### config.mk
export PLATFORM = sky130hd
export DESIGN_NAME = pc_unit
export DESIGN_NICKNAME = d
export VERILOG_FILES = /design/src/rtl/pc_unit_pkg.sv /design/src/rtl/pc_unit_ras_stack.sv /design/src/rtl/pc_unit.sv
export SDC_FILE = /design/constraint.sdc
export NUM_CORES = 1
export LEC_CHECK = 0
export CORE_MARGIN = 3
export CORE_UTILIZATION = 49
export CTS_CLUSTER_DIAMETER = 100
export DETAILED_ROUTE_END_ITERATION = 16
export PLACE_DENSITY = 0.83
export SYNTH_ARGS = -nofsm -noshare
export SYNTH_HDL_FRONTEND = slang
export SYNTH_HIERARCHICAL = 1
export SYNTH_SLANG_ARGS = --single-unit
### constraint.sdc
create_clock -name clk -period 4.9 [get_ports clk]
set_input_delay 0.98 -clock clk [delete_from_list [all_inputs] [get_ports clk]]
set_output_delay 0.98 -clock clk [all_outputs]
set_load 0.02 [all_outputs]
### src/rtl/pc_unit_pkg.sv
// pc_unit_pkg: next-PC select encodings shared by fetch control.
// Codes 0-3 are the legacy NPC set; JAL/RET extend it.
package pc_unit_pkg;

  typedef enum logic [2:0] {
    NPC_PLUS4  = 3'd0,
    NPC_BRANCH = 3'd1,
    NPC_JUMP   = 3'd2,
    NPC_JUMPR  = 3'd3,
    NPC_JAL    = 3'd4,
    NPC_RET    = 3'd5
  } npc_op_e;

  localparam int IMM_W    = 26;
  localparam int BOFF_W   = 16;
  localparam int JSEG_LSB = 28;

endpackage

### src/rtl/pc_unit_ras_stack.sv
// ras_stack: circular return-address stack with a saturating count.
// A push into a full stack overwrites the oldest entry.
module ras_stack #(
  parameter int DEPTH = 4,
  parameter int WIDTH = 32
) (
  input  logic             clk,
  input  logic             rstn,
  input  logic             push,
  input  logic             pop,
  input  logic [WIDTH-1:0] din,
  output logic [WIDTH-1:0] top,
  output logic             empty,
  output logic             full
);

  localparam int PW = (DEPTH > 1) ? $clog2(DEPTH) : 1;
  localparam int CW = $clog2(DEPTH + 1);

  logic [WIDTH-1:0] mem [DEPTH];
  logic [PW-1:0]    tp;
  logic [PW-1:0]    tp_up;
  logic [CW-1:0]    cnt;

  assign tp_up = tp + 1'b1;
  assign empty = (cnt == '0);
  assign full  = (cnt == CW'(DEPTH));
  assign top   = mem[tp];

  always_ff @(posedge clk or negedge rstn) begin
    if (!rstn) begin
      tp  <= '0;
      cnt <= '0;
    end else if (push) begin
      tp <= tp_up;
      if (!full)
        cnt <= cnt + 1'b1;
    end else if (pop && !empty) begin
      tp  <= tp - 1'b1;
      cnt <= cnt - 1'b1;
    end
  end

  // Entry contents need no reset; count gates every read.
  always_ff @(posedge clk) begin
    if (push)
      mem[tp_up] <= din;
  end

endmodule

### src/rtl/pc_unit.sv
// pc_unit: program counter with next-PC mux and optional return stack.
// Define PC_UNIT_RAS_EN to build in the return-address stack.
module pc_unit
  import pc_unit_pkg::*;
#(
  parameter int             WIDTH     = 32,
  parameter logic [WIDTH-1:0] RESET_PC = WIDTH'(32'h0000_3000),
  parameter int             RAS_DEPTH = 4
) (
  input  logic             clk,
  input  logic             rstn,
  input  logic             stall,
  input  logic [2:0]       npc_op,
  input  logic [25:0]      imm,
  input  logic [WIDTH-1:0] jrs,
  output logic [WIDTH-1:0] pc,
  output logic [WIDTH-1:0] npc,
  output logic             ras_empty,
  output logic             ras_full,
  output logic             ras_mismatch
);

  localparam logic [WIDTH-1:0] HI_MASK =
    ~WIDTH'(28'hFFF_FFFF);

  logic [WIDTH-1:0] pc4;
  logic [WIDTH-1:0] br_off;
  logic [WIDTH-1:0] br_tgt;
  logic [WIDTH-1:0] j_tgt;
  logic [WIDTH-1:0] ret_tgt;

  logic op_br;
  logic op_jmp;
  logic op_jr;
  logic op_jal;
  logic op_ret;

  assign op_br  = (npc_op == NPC_BRANCH);
  assign op_jmp = (npc_op == NPC_JUMP);
  assign op_jr  = (npc_op == NPC_JUMPR);
  assign op_jal = (npc_op == NPC_JAL);
  assign op_ret = (npc_op == NPC_RET);

  assign pc4    = pc + WIDTH'(4);
  assign br_off = {{(WIDTH-18){imm[15]}},
                   imm[15:0], 2'b00};
  assign br_tgt = pc4 + br_off;

  // Jumps keep the 256 MiB segment of the fall-through PC.
  assign j_tgt  = (pc4 & HI_MASK) |
                  WIDTH'({imm, 2'b00});

  always_comb begin
    npc = pc4;
    unique case (1'b1)
      op_br:           npc = br_tgt;
      op_jmp, op_jal:  npc = j_tgt;
      op_jr:           npc = jrs;
      op_ret:          npc = ret_tgt;
      default:         npc = pc4;
    endcase
  end

  always_ff @(posedge clk or negedge rstn) begin
    if (!rstn)
      pc <= RESET_PC;
    else if (!stall)
      pc <= npc;
  end

`ifdef PC_UNIT_RAS_EN
  logic             ras_push;
  logic             ras_pop;
  logic [WIDTH-1:0] ras_top;
  logic             mm_q;

  assign ras_push = op_jal && !stall;
  assign ras_pop  = op_ret && !stall;

  ras_stack #(
    .DEPTH (RAS_DEPTH),
    .WIDTH (WIDTH)
  ) u_ras (
    .clk   (clk),
    .rstn  (rstn),
    .push  (ras_push),
    .pop   (ras_pop),
    .din   (pc4),
    .top   (ras_top),
    .empty (ras_empty),
    .full  (ras_full)
  );

  assign ret_tgt = ras_empty ? jrs : ras_top;

  always_ff @(posedge clk or negedge rstn) begin
    if (!rstn)
      mm_q <= 1'b0;
    else
      mm_q <= ras_pop && !ras_empty &&
              (ras_top != jrs);
  end

  assign ras_mismatch = mm_q;
`else
  assign ret_tgt      = jrs;
  assign ras_empty    = 1'b1;
  assign ras_full     = 1'b0;
  assign ras_mismatch = 1'b0;
`endif

endmodule

Yosys cells after proc, flatten, opt, wreduce, memory -nomap -nowiden

Index checks and enable logic that the tools add are counted.

Add/sub/neg operators: 2
Equal/unequal tests: 5
Multiplexer cells: 1
Bitwise logic cells: 1
Reduce and logical (&&, ||, !) cells: 2

Operator list:

| cell                    | count |
|---|---|
| $pmux W32 S3            | 1 |
| $add A32 B3 Y32 const B | 1 |
| $add A32 B32 Y32        | 1 |
| $or A32 B28 Y32         | 1 |
| $eq A3 B2 Y1 const B    | 2 |
| $eq A3 B3 Y1 const B    | 2 |
| $reduce_or A2 Y1        | 2 |
| $eq A3 B1 Y1 const B    | 1 |

Flip-flop bits (word level): 32
Input bits: 64
Output and inout port bits: 67
Word-level logic and storage cells: 12

Longest topological paths before layout

Gate-level depths: netlist of the first run.

Word-level depth: 3
Depth in mapped cells: 16
Depth with buffers taken out: 16

Worst setup path before layout of the first run

OpenSTA, ideal clock, no wires.

Path kind: reg-to-output
Start point: register pc[18]
End point: output port npc[30]
Arrival time: 3656 ps
Setup slack: 264 ps
Cell stages (with the launch flop): 13
Buffers on the path: 1
Cells stage by stage: dfrtp_1 > clkbuf_1 > clkinv_1 > or4_4 > nor3_2 > xor2_1 > ha_1 > nand2_1 > a2111oi_0 > a221oi_2 > o41ai_1 > xnor2_1 > a21oi_1

Longest elaborated chain between the ends: 3

RTL lines:

| item                                                       | RTL line                     | source |
|---|---|---|
| from (decl)                                                | pc_unit.sv:16                | `output logic [WIDTH-1:0] pc,` |
| from (signal assigned)                                     | pc_unit.sv:68                | `pc <= npc;` |
| $add A32 B3 Y32 *                                          | pc_unit.sv:44                | `assign pc4 = pc + WIDTH'(4);` |
| $add A32 B32 Y32 / $or A32 B28 Y32 (equally long branches) | pc_unit.sv:47, pc_unit.sv:50 |  |
| $pmux W32 S3 *                                             | pc_unit.sv:55                | `unique case (1'b1)` |
| to (decl)                                                  | pc_unit.sv:17                | `output logic [WIDTH-1:0] npc,` |

Every way passes the cells marked *; elsewhere a longest branch is shown, timed or not.

Worst setup path after layout of the first run

Start point: register pc[12]
End point: output port npc[28]

The elaborated chain is that of the path after synthesis.

==> results of run 1 <==
[path summary, 6_finish.rpt]
path,cells past startpoint,to,startpoint
worst max-delay path,17,npc[28],pc[12]
worst min-delay path,1,pc[1],pc[1]
worst max register to register,16,pc[24],pc[12]
worst min register to register,1,pc[1],pc[1]
max in group asynchronous,2,pc[12],rstn
min in group asynchronous,2,pc[31],rstn
[cells in the mapped netlist (7+ instances only)]
library cell	number
and3_1	7
nor2_1	49
nand4_1	15
o22ai_1	7
o21a_1	7
a21oi_1	40
nand2_1	66
xor2_1	24
o221ai_1	14
o21ai_0	28
inv_1	14
ha_1	34
dfrtp_1	30
clkbuf_1	23
mux2_2	25
mux2i_1	23
nand3_1	24
xnor2_1	29
a31oi_1	12
[kinds of logic after synthesis]
family,after synthesis
AOI/OAI and AO/OA,157
xor gates and xnor gates,54
adders and majority gates,35
buffers and inverters,43
DFF,32
muxes,48
other,2
and+or+nand+nor,191
[repair_timing]
item                                    CTS  global route
endpoints found under the setup margin   18            18
setup buffers                            14            17
resized for setup                        72            90
pin swaps                                13            57
[where the power goes]
part / internal [W] / total (W) / switching [W]
clock: 0.000112 / 0.000231 / 0.000118
sequential: 0.000342 / 0.000434 / 0.0000924
combinational: 0.00119 / 0.00244 / 0.00125
total: 0.00164 / 0.00310 / 0.00146
[stage by stage]
step                hold WS, ps  worst slack (ps)
CTS                         561              -171
detailed placement          537              -477
floorplan                   544               264
finish                      567             -47.5
global route                586              -188
global placement            517              -398
[cell type report]
class / instances / area share, %
clock buffers: 6 / 1.11
clock inverters: 2 / 0.134
inverters: 15 / 0.754
multi-input cells: 488 / 51.5
flip-flops and latches: 32 / 10.8
well taps: 105 / 1.76
repair buffers: 295 / 34.0
[per-layer routing]
layer  global-route usage, %  vias to the layer above  wire [um]
met5                       0                        -          0
met4                    12.5                        0        713
met3                    6.37                       78       1710
met2                    56.6                      371       9060
met1                    44.1                     2702       7490
li1                        -                     2626          -
==> results.sh, run 1 <==
export IMPL_grt_pass1_vias=5671
export IMPL_die_h_um=101
export IMPL_synth_cell_area_um2=4390
export IMPL_via_count=5777
export IMPL_synth_top_area_share_pct=17.1
export IMPL_dpl_cell_area_um2=6720
export IMPL_slew_headroom_pct=35.5
export IMPL_hold_viol=0
export IMPL_violations="setup timing"
export IMPL_cp_arrival_ps=3970
export IMPL_path_max_fanout=5
export IMPL_synthFlopType="dfrtp_1"
export IMPL_synth_compound_area_share_pct=24.1
export IMPL_muxShareOfSynthArea_pct=11.7
export IMPL_start_kind="flop"
export IMPL_syn_avg_cell_area_um2=7.80
export IMPL_p_leak_nw=3.45
export IMPL_synth_cell_types=62
export IMPL_die_area_um2=10100
export IMPL_yosys_area_share_xor_xnor_pct=11.0
export IMPL_final_util_pct=88.2
export IMPL_synth_adder_area_share_pct=10.2
export IMPL_grt_max_degree=33
export IMPL_dr_first_iter_drc_count=511
export IMPL_ys_ff_latch=32
export IMPL_ant_nets=0
export IMPL_synth_simple_area_share_pct=20.7
export IMPL_critical_path_top_delay_family="simple AND/OR/NAND/NOR gates"
export IMPL_syn2layout_area_growth_pct=70.2
export IMPL_clkLatencyLatePin_ps=300
export IMPL_max_freq_mhz=202
export IMPL_critical_path_class="reg -> out"
export IMPL_drive_above_1_share_pct=34.0
export IMPL_largest_reg_flops=32
export IMPL_hold_path_class="reg -> reg"
export IMPL_crit_path_top_delay_cell="or4_4"
export IMPL_routed_via_density=6.13
export IMPL_die_w_um=101
export IMPL_finalNonFillerCells=943
export IMPL_critPathRequiredTime_ps=3920
export IMPL_io_pins=131
export IMPL_final_area_um2=7460
export IMPL_worst_pin_slew_ps=962
export IMPL_numClockSinks=32
export IMPL_drt_total_wl_um=19000
export IMPL_top_register="pc"
export IMPL_avgRoutedWirePerCell_um=20.1
export IMPL_fin_crit_ps=4950
export IMPL_fin_crit_sh_pct=101
export IMPL_initial_core_util_pct=51.8
export IMPL_r2r_setup_slack_ps=1110
export IMPL_drv_cap=0
export IMPL_coreArea_um2=8460
export IMPL_diodes=0
export IMPL_cpPeakStageDelay_ps=580
export IMPL_clock_skew_ps=8.21
export IMPL_place_congestion=1.01
export IMPL_synthTopCellsByArea="dfrtp_1 (17%), ha_1 (9.7%), mux2_2 (6.4%), xnor2_1 (5.8%), nand2_1 (5.6%)"
export IMPL_rsz0062_at_grt="yes"
export IMPL_dp_cells=906
export IMPL_path_buf_inv=3
export IMPL_drc=0
export IMPL_seq_area_um2=803
export IMPL_setup_slack_ps=-47.5
export IMPL_holdBufCountCts=0
export IMPL_netlist_top_cell_by_area="dfrtp_1"
export IMPL_finalSetupViolations=3
export IMPL_synth_top_family_by_area="compound AO/OA/AOI/OAI gates"
export IMPL_powerDensity_nw_per_um2=416
export IMPL_largestRegisters="pc: 32 flops"
export IMPL_grt_usage_pct=34.2
export IMPL_clk_path_buf_depth=2
export IMPL_crit_path_frequent_cell="buf_6"
export IMPL_hpwl_um=13700
export IMPL_cts_tree="done"
export IMPL_cts_made_buffers=5
export IMPL_multi_input_area_um2=3840
export IMPL_n_fill_cell=434
export IMPL_status="complete, but fails checks"
export IMPL_fin_nets=936
export IMPL_layout_commonest_cell="buf_4"
export IMPL_grt_pass1_wl_um=27600
export IMPL_numPortBuffers=127
export IMPL_antenna_found_initial=0
export IMPL_cts_max_level=2
export IMPL_mostFrequentLayoutCells="buf_4 (163), clkdlybuf4s50_1 (105), nand2_1 (61)"
export IMPL_vdd_drop_max_uv=323
export IMPL_rows=33
export IMPL_root_buffer="clkbuf_8"
export IMPL_clkTransAtPathRegs_ps=80
export IMPL_yosysSeqAreaShare_pct=18.3
export IMPL_synth_cells=562
export IMPL_crit_path_end_kind="output port"
export IMPL_p_total_w=0.00310
export IMPL_slew_viol_final=0
export IMPL_grt_overflow_total=0
export IMPL_async_reset_ff_share_pct=100
export IMPL_synth_warnings=6
export IMPL_first_pass_iters=6
export IMPL_synth_edf_count=0
export IMPL_tns_ps=-73.1
export IMPL_crit_chain="nand4_1 -> or4_4 -> buf_6 -> nor3_4 -> buf_6 -> nand2_4 -> xnor2_4 -> ha_4 -> a21oi_2 -> nor2b_1 -> o21ai_2 -> o21ai_1 -> nor2_1 -> o31ai_2 -> xor2_1 -> a221o_1 -> buf_6"
(Power assumes the default switching activity.)
==> run 2: changes to the inputs <==
- CORE_UTILIZATION: 49 -> 45
- GPL_TIMING_DRIVEN: not set -> 0
- PLACE_DENSITY: 0.83 -> 0.77
==> results.sh, run 2 (same netlist as run 1, synthesis figures left out) <==
export IMPL_powerDensity_nw_per_um2=421
export IMPL_drv_cap=0
export IMPL_drive_above_1_share_pct=26.3
export IMPL_multi_input_area_um2=3910
export IMPL_grt_pass1_wl_um=27800
export IMPL_slew_headroom_pct=40.7
export IMPL_n_fill_cell=684
export IMPL_first_pass_iters=5
export IMPL_dpl_cell_area_um2=5790
export IMPL_place_congestion=0.946
export IMPL_fin_crit_ps=4960
export IMPL_hold_path_class="reg -> reg"
export IMPL_fin_nets=855
export IMPL_status="complete, but fails checks"
export IMPL_violations="setup timing"
export IMPL_hpwl_um=12400
export IMPL_final_util_pct=73.3
export IMPL_initial_core_util_pct=46.8
export IMPL_cts_tree="done"
export IMPL_critical_path_class="reg -> out"
export IMPL_top_register="pc"
export IMPL_crit_path_end_kind="output port"
export IMPL_via_count=5617
export IMPL_syn2layout_area_growth_pct=56.5
export IMPL_fin_hold_ws_ps=548
export IMPL_layout_commonest_cell="clkdlybuf4s50_1"
export IMPL_largest_reg_flops=32
export IMPL_rows=35
export IMPL_seq_area_um2=811
export IMPL_grt_max_degree=33
export IMPL_worst_pin_slew_ps=886
export IMPL_vdd_drop_max_uv=292
export IMPL_grt_pass1_vias=5472
export IMPL_cts_max_level=2
export IMPL_path_max_fanout=3
export IMPL_holdBufCountCts=0
export IMPL_p_leak_nw=2.95
export IMPL_numClockSinks=32
export IMPL_start_kind="flop"
export IMPL_grt_overflow_total=0
export IMPL_max_freq_mhz=202
export IMPL_hold_viol=0
export IMPL_routed_via_density=6.34
export IMPL_cp_arrival_ps=3980
export IMPL_avgRoutedWirePerCell_um=21.2
export IMPL_final_area_um2=6870
export IMPL_die_h_um=105
export IMPL_finalSetupViolations=4
export IMPL_coreArea_um2=9370
export IMPL_root_buffer="clkbuf_8"
export IMPL_path_buf_inv=2
export IMPL_clkLatencyLatePin_ps=300
export IMPL_dr_first_iter_drc_count=513
export IMPL_critical_path_top_delay_family="compound AO/OA/AOI/OAI gates"
export IMPL_critPathRequiredTime_ps=3920
export IMPL_ant_nets=0
export IMPL_die_w_um=105
export IMPL_clkTransAtPathRegs_ps=80
export IMPL_drt_total_wl_um=18800
export IMPL_mostFrequentLayoutCells="clkdlybuf4s50_1 (101), buf_4 (65), nand2_1 (62)"
export IMPL_clk_path_buf_depth=2
export IMPL_crit_path_top_delay_cell="or4_4"
export IMPL_crit_chain="nand4_1 -> or4_4 -> nor3_4 -> xor2_2 -> ha_4 -> a21o_1 -> o21ba_4 -> o2111ai_4 -> a211oi_2 -> buf_4 -> o31ai_4 -> a311oi_2 -> mux2i_1 -> nand2_1 -> buf_6"
export IMPL_fin_crit_sh_pct=101
export IMPL_io_pins=131
export IMPL_largestRegisters="pc: 32 flops"
export IMPL_cpPeakStageDelay_ps=610
export IMPL_diodes=0
export IMPL_cts_made_buffers=5
export IMPL_slew_viol_final=0
export IMPL_grt_usage_pct=31.4
export IMPL_antenna_found_initial=0
export IMPL_drc=0
export IMPL_r2r_setup_slack_ps=990
export IMPL_rsz0062_at_grt="yes"
export IMPL_setup_slack_ps=-62.1
export IMPL_die_area_um2=11000
export IMPL_numPortBuffers=124
export IMPL_clock_skew_ps=12.1
-- run 2: layout make-up --
type | instances | share of cell area [%]
Buffer | 25 | 1.69
Clock buffer | 6 | 1.20
Clock inverter | 2 | 0.146
Inverter | 15 | 0.820
Multi-Input combinational cell | 488 | 56.9
Sequential cell | 32 | 11.8
Tap cell | 129 | 2.35
Timing Repair Buffer | 189 | 25.0
-- run 2: report_power, final --
| part | switching, W | leakage [nW] | internal (W) | total (W) |
|---|---|---|---|---|
| Sequential | 0.000114 | 0.378 | 0.000345 | 0.000459 |
| Clock | 0.000124 | 0.0510 | 0.000113 | 0.000236 |
| Combinational | 0.00118 | 2.52 | 0.00101 | 0.00219 |
| Total | 0.00142 | 2.95 | 0.00147 | 0.00289 |
-- run 2: worst reg2reg max path, stage by stage, from the launching register on --
cell and delay, ps:
dfstp_2 560, nand4_1 150, or4_4 610, nor3_4 200, xor2_2 140, ha_4 180, a21o_1 180, o21ba_4 250
o2111ai_4 120, a211oi_2 160, buf_4 160, o31ai_4 80, a311oi_2 320, mux2i_1 340, buf_4 160, buf_4 90
a31oi_1 70
-- run 2: stage by stage --
step	power [W]	TNS [ps]	std cells	setup WS, ps
floorplan	0.00156	0	563	264
global placement	0.00213	-9060	816	-1030
detailed placement	0.00215	-9480	816	-1050
CTS	0.00263	-76.4	862	-70.2
global route	0.00304	-828	886	-176
finish	0.00289	-226	886	-62.1
-- run 2: layer usage --
metal / GRT usage, % / vias up / wire length (um)
met5: 0 / - / 0
met4: 15.0 / 0 / 763
met3: 7.23 / 73 / 2080
met2: 51.4 / 413 / 8910
met1: 38.9 / 2652 / 7010
li1: - / 2479 / -
-- run 2: path summary, 6_finish.rpt --
check,start,endpoint,cells past startpoint
setup / recovery,pc[13],npc[29],15
hold / removal,pc[0],pc[0],1
setup reg to reg,pc[13],pc[29],16
hold reg to reg,pc[0],pc[0],1
max in group asynchronous,rstn,pc[9],1
min in group asynchronous,rstn,pc[25],1
-- run 2: repair_timing --
action / in CTS / in global routing
pin swaps: 29 / 38
buffers inserted: 41 / 24
hold endpoints to repair: 0 / 0
endpoints found under the setup margin: 20 / 24
resized for setup: 106 / 73
==> run 3: changes to the inputs <==
==> constraint.sdc (replaced) <==
create_clock -name clk -period 4.9 [get_ports clk]
set_input_delay 0.98 -clock clk [delete_from_list [all_inputs] [get_ports clk]]
set_output_delay 0.98 -clock clk [all_outputs]
set_load 0.005 [all_outputs]
==> results.sh, run 3 (same netlist as run 1, synthesis figures left out) <==
export IMPL_status="complete, but fails checks"
export IMPL_violations="setup timing"
export IMPL_r2r_start="pc[7]"
export IMPL_die_w_um=105
export IMPL_cp_arrival_ps=4050
export IMPL_diodes=0
export IMPL_layout_commonest_cell="clkdlybuf4s50_1"
export IMPL_clk_path_buf_depth=2
export IMPL_slew_viol_final=0
export IMPL_mostFrequentLayoutCells="clkdlybuf4s50_1 (108), buf_4 (75), nand2_1 (63)"
export IMPL_finalSetupViolations=5
export IMPL_crit_path_end_kind="output port"
export IMPL_slew_headroom_pct=34.6
export IMPL_dp_cells=816
export IMPL_final_util_pct=74.1
export IMPL_clkTransAtPathRegs_ps=80
export IMPL_tns_ps=-288
export IMPL_clkLatencyLatePin_ps=300
export IMPL_r2r_setup_slack_ps=810
export IMPL_largestRegisters="pc: 32 flops"
export IMPL_routed_via_density=6.36
export IMPL_rows=35
export IMPL_rsz0062_at_grt="yes"
export IMPL_place_congestion=0.946
export IMPL_initial_core_util_pct=46.8
export IMPL_die_h_um=105
export IMPL_path_max_fanout=8
export IMPL_grt_overflow_total=0
export IMPL_clock_skew_ps=13.7
export IMPL_top_register="pc"
export IMPL_first_pass_iters=5
export IMPL_critPathRequiredTime_ps=3920
export IMPL_largest_reg_flops=32
export IMPL_worst_pin_slew_ps=978
export IMPL_fin_crit_ps=5030
export IMPL_setup_slack_ps=-127
export IMPL_crit_start="pc[18]"
export IMPL_die_area_um2=11000
export IMPL_cts_made_buffers=5
export IMPL_fin_nets=863
export IMPL_holdPathEnd="pc[0]"
export IMPL_hold_path_class="reg -> reg"
export IMPL_antenna_found_initial=0
export IMPL_cts_tree="done"
export IMPL_ant_nets=0
export IMPL_pre_cts_slack_ps=-949
export IMPL_root_buffer="clkbuf_8"
export IMPL_critical_path_class="reg -> out"
export IMPL_n_fill_cell=678
export IMPL_syn2layout_area_growth_pct=58.4
export IMPL_grt_pass1_vias=5506
export IMPL_powerDensity_nw_per_um2=404
export IMPL_fin_crit_sh_pct=103
export IMPL_max_freq_mhz=199
export IMPL_hpwl_um=12400
export IMPL_numClockSinks=32
export IMPL_avgRoutedWirePerCell_um=21.4
export IMPL_min_path_cells=1
export IMPL_io_pins=131
export IMPL_drv_cap=0
export IMPL_cts_max_level=2
export IMPL_p_leak_nw=2.95
export IMPL_min_delay_start="pc[0]"
export IMPL_via_count=5689
export IMPL_vdd_drop_max_uv=259
export IMPL_fin_hold_ws_ps=549
export IMPL_drt_total_wl_um=19200
export IMPL_finalNonFillerCells=894
export IMPL_drive_above_1_share_pct=27.3
export IMPL_coreArea_um2=9370
export IMPL_holdBufCountCts=0
export IMPL_grt_pass1_wl_um=28000
export IMPL_grt_usage_pct=31.4
export IMPL_drc=0
export IMPL_start_kind="flop"
export IMPL_grt_max_degree=33
export IMPL_r2r_cells=20
export IMPL_numPortBuffers=124
export IMPL_dr_first_iter_drc_count=518
export IMPL_rr_endpoint="pc[27]"
export IMPL_hold_viol=0
[run 3: changes by cell type in the layout (fill, tap and decap cells not counted), sizes merged]
cell / change
buf: +8
clkdlybuf4s50: +7
clkdlybuf4s15: -1
dlygate4sd2: +1
clkbuf: -5
dlymetal6s2s: -2
[run 3: routing by layer]
metal | vias up | global-route usage, % | wire, um
met3 | 96 | 5.93 | 2110
met1 | 2659 | 39.9 | 7150
met2 | 441 | 51.6 | 9010
met4 | 0 | 14.1 | 916
li1 | 2493 | - | -
met5 | - | 0 | 0
[run 3: cell type report]
class	count	area [um^2]	share of cell area, %
Timing Repair Buffer	198	1790	25.7
Clock inverter	2	10.0	0.144
Clock buffer	6	82.6	1.19
Inverter	15	56.3	0.810
Buffer	24	108	1.55
Multi-Input combinational cell	488	3930	56.6
Sequential cell	32	811	11.7
Tap cell	129	161	2.32
[run 3: critical path, cell delays in order (launching register included)]
cell      delay [ps]
dfrtp_1          530
clkinv_1         140
or4_4            580
buf_6            140
nor3_4           250
buf_6            150
nand2_1           80
xnor2_2          250
ha_4             250
o21a_1           120
nor2_2           140
buf_4            130
a21oi_1           30
nor2_1           210
o41ai_4          130
xnor2_1          300
a21oi_1          150
buf_2            150
[run 3: power breakdown]
group          internal (W)  leakage [nW]  switching, W  total [W]
registers          0.000345         0.378      0.000116   0.000460
clock network      0.000113        0.0510      0.000122   0.000234
logic               0.00107          2.52       0.00105    0.00211
[run 3: metrics by stage]
step | instance area [um^2] | total power, W
after floorplan | 4390 | 0.00139
after global placement | 5790 | 0.00195
after detailed placement | 5790 | 0.00198
after CTS | 6540 | 0.00253
after global routing | 6950 | 0.00297
final | 6950 | 0.00281
[run 3: timing repair]
action                                  CTS  global route
pin swaps                                35            44
endpoints found under the setup margin   17            19
buffers inserted                         48            26
cloned                                    0             0
hold endpoints to repair                  0             0
gates resized for setup                  88            61
[run 3: worst max path at each step]
stage | cells after the start | to | slack [ps]
2_1_floorplan | 13 | npc[29] | 520
3_3_place_gp | 9 | npc[30] | -920
3_5_place_dp | 11 | npc[27] | -950
4_1_cts | 16 | npc[27] | -150
5_1_grt | 17 | npc[30] | -260
6_report | 17 | npc[30] | -130
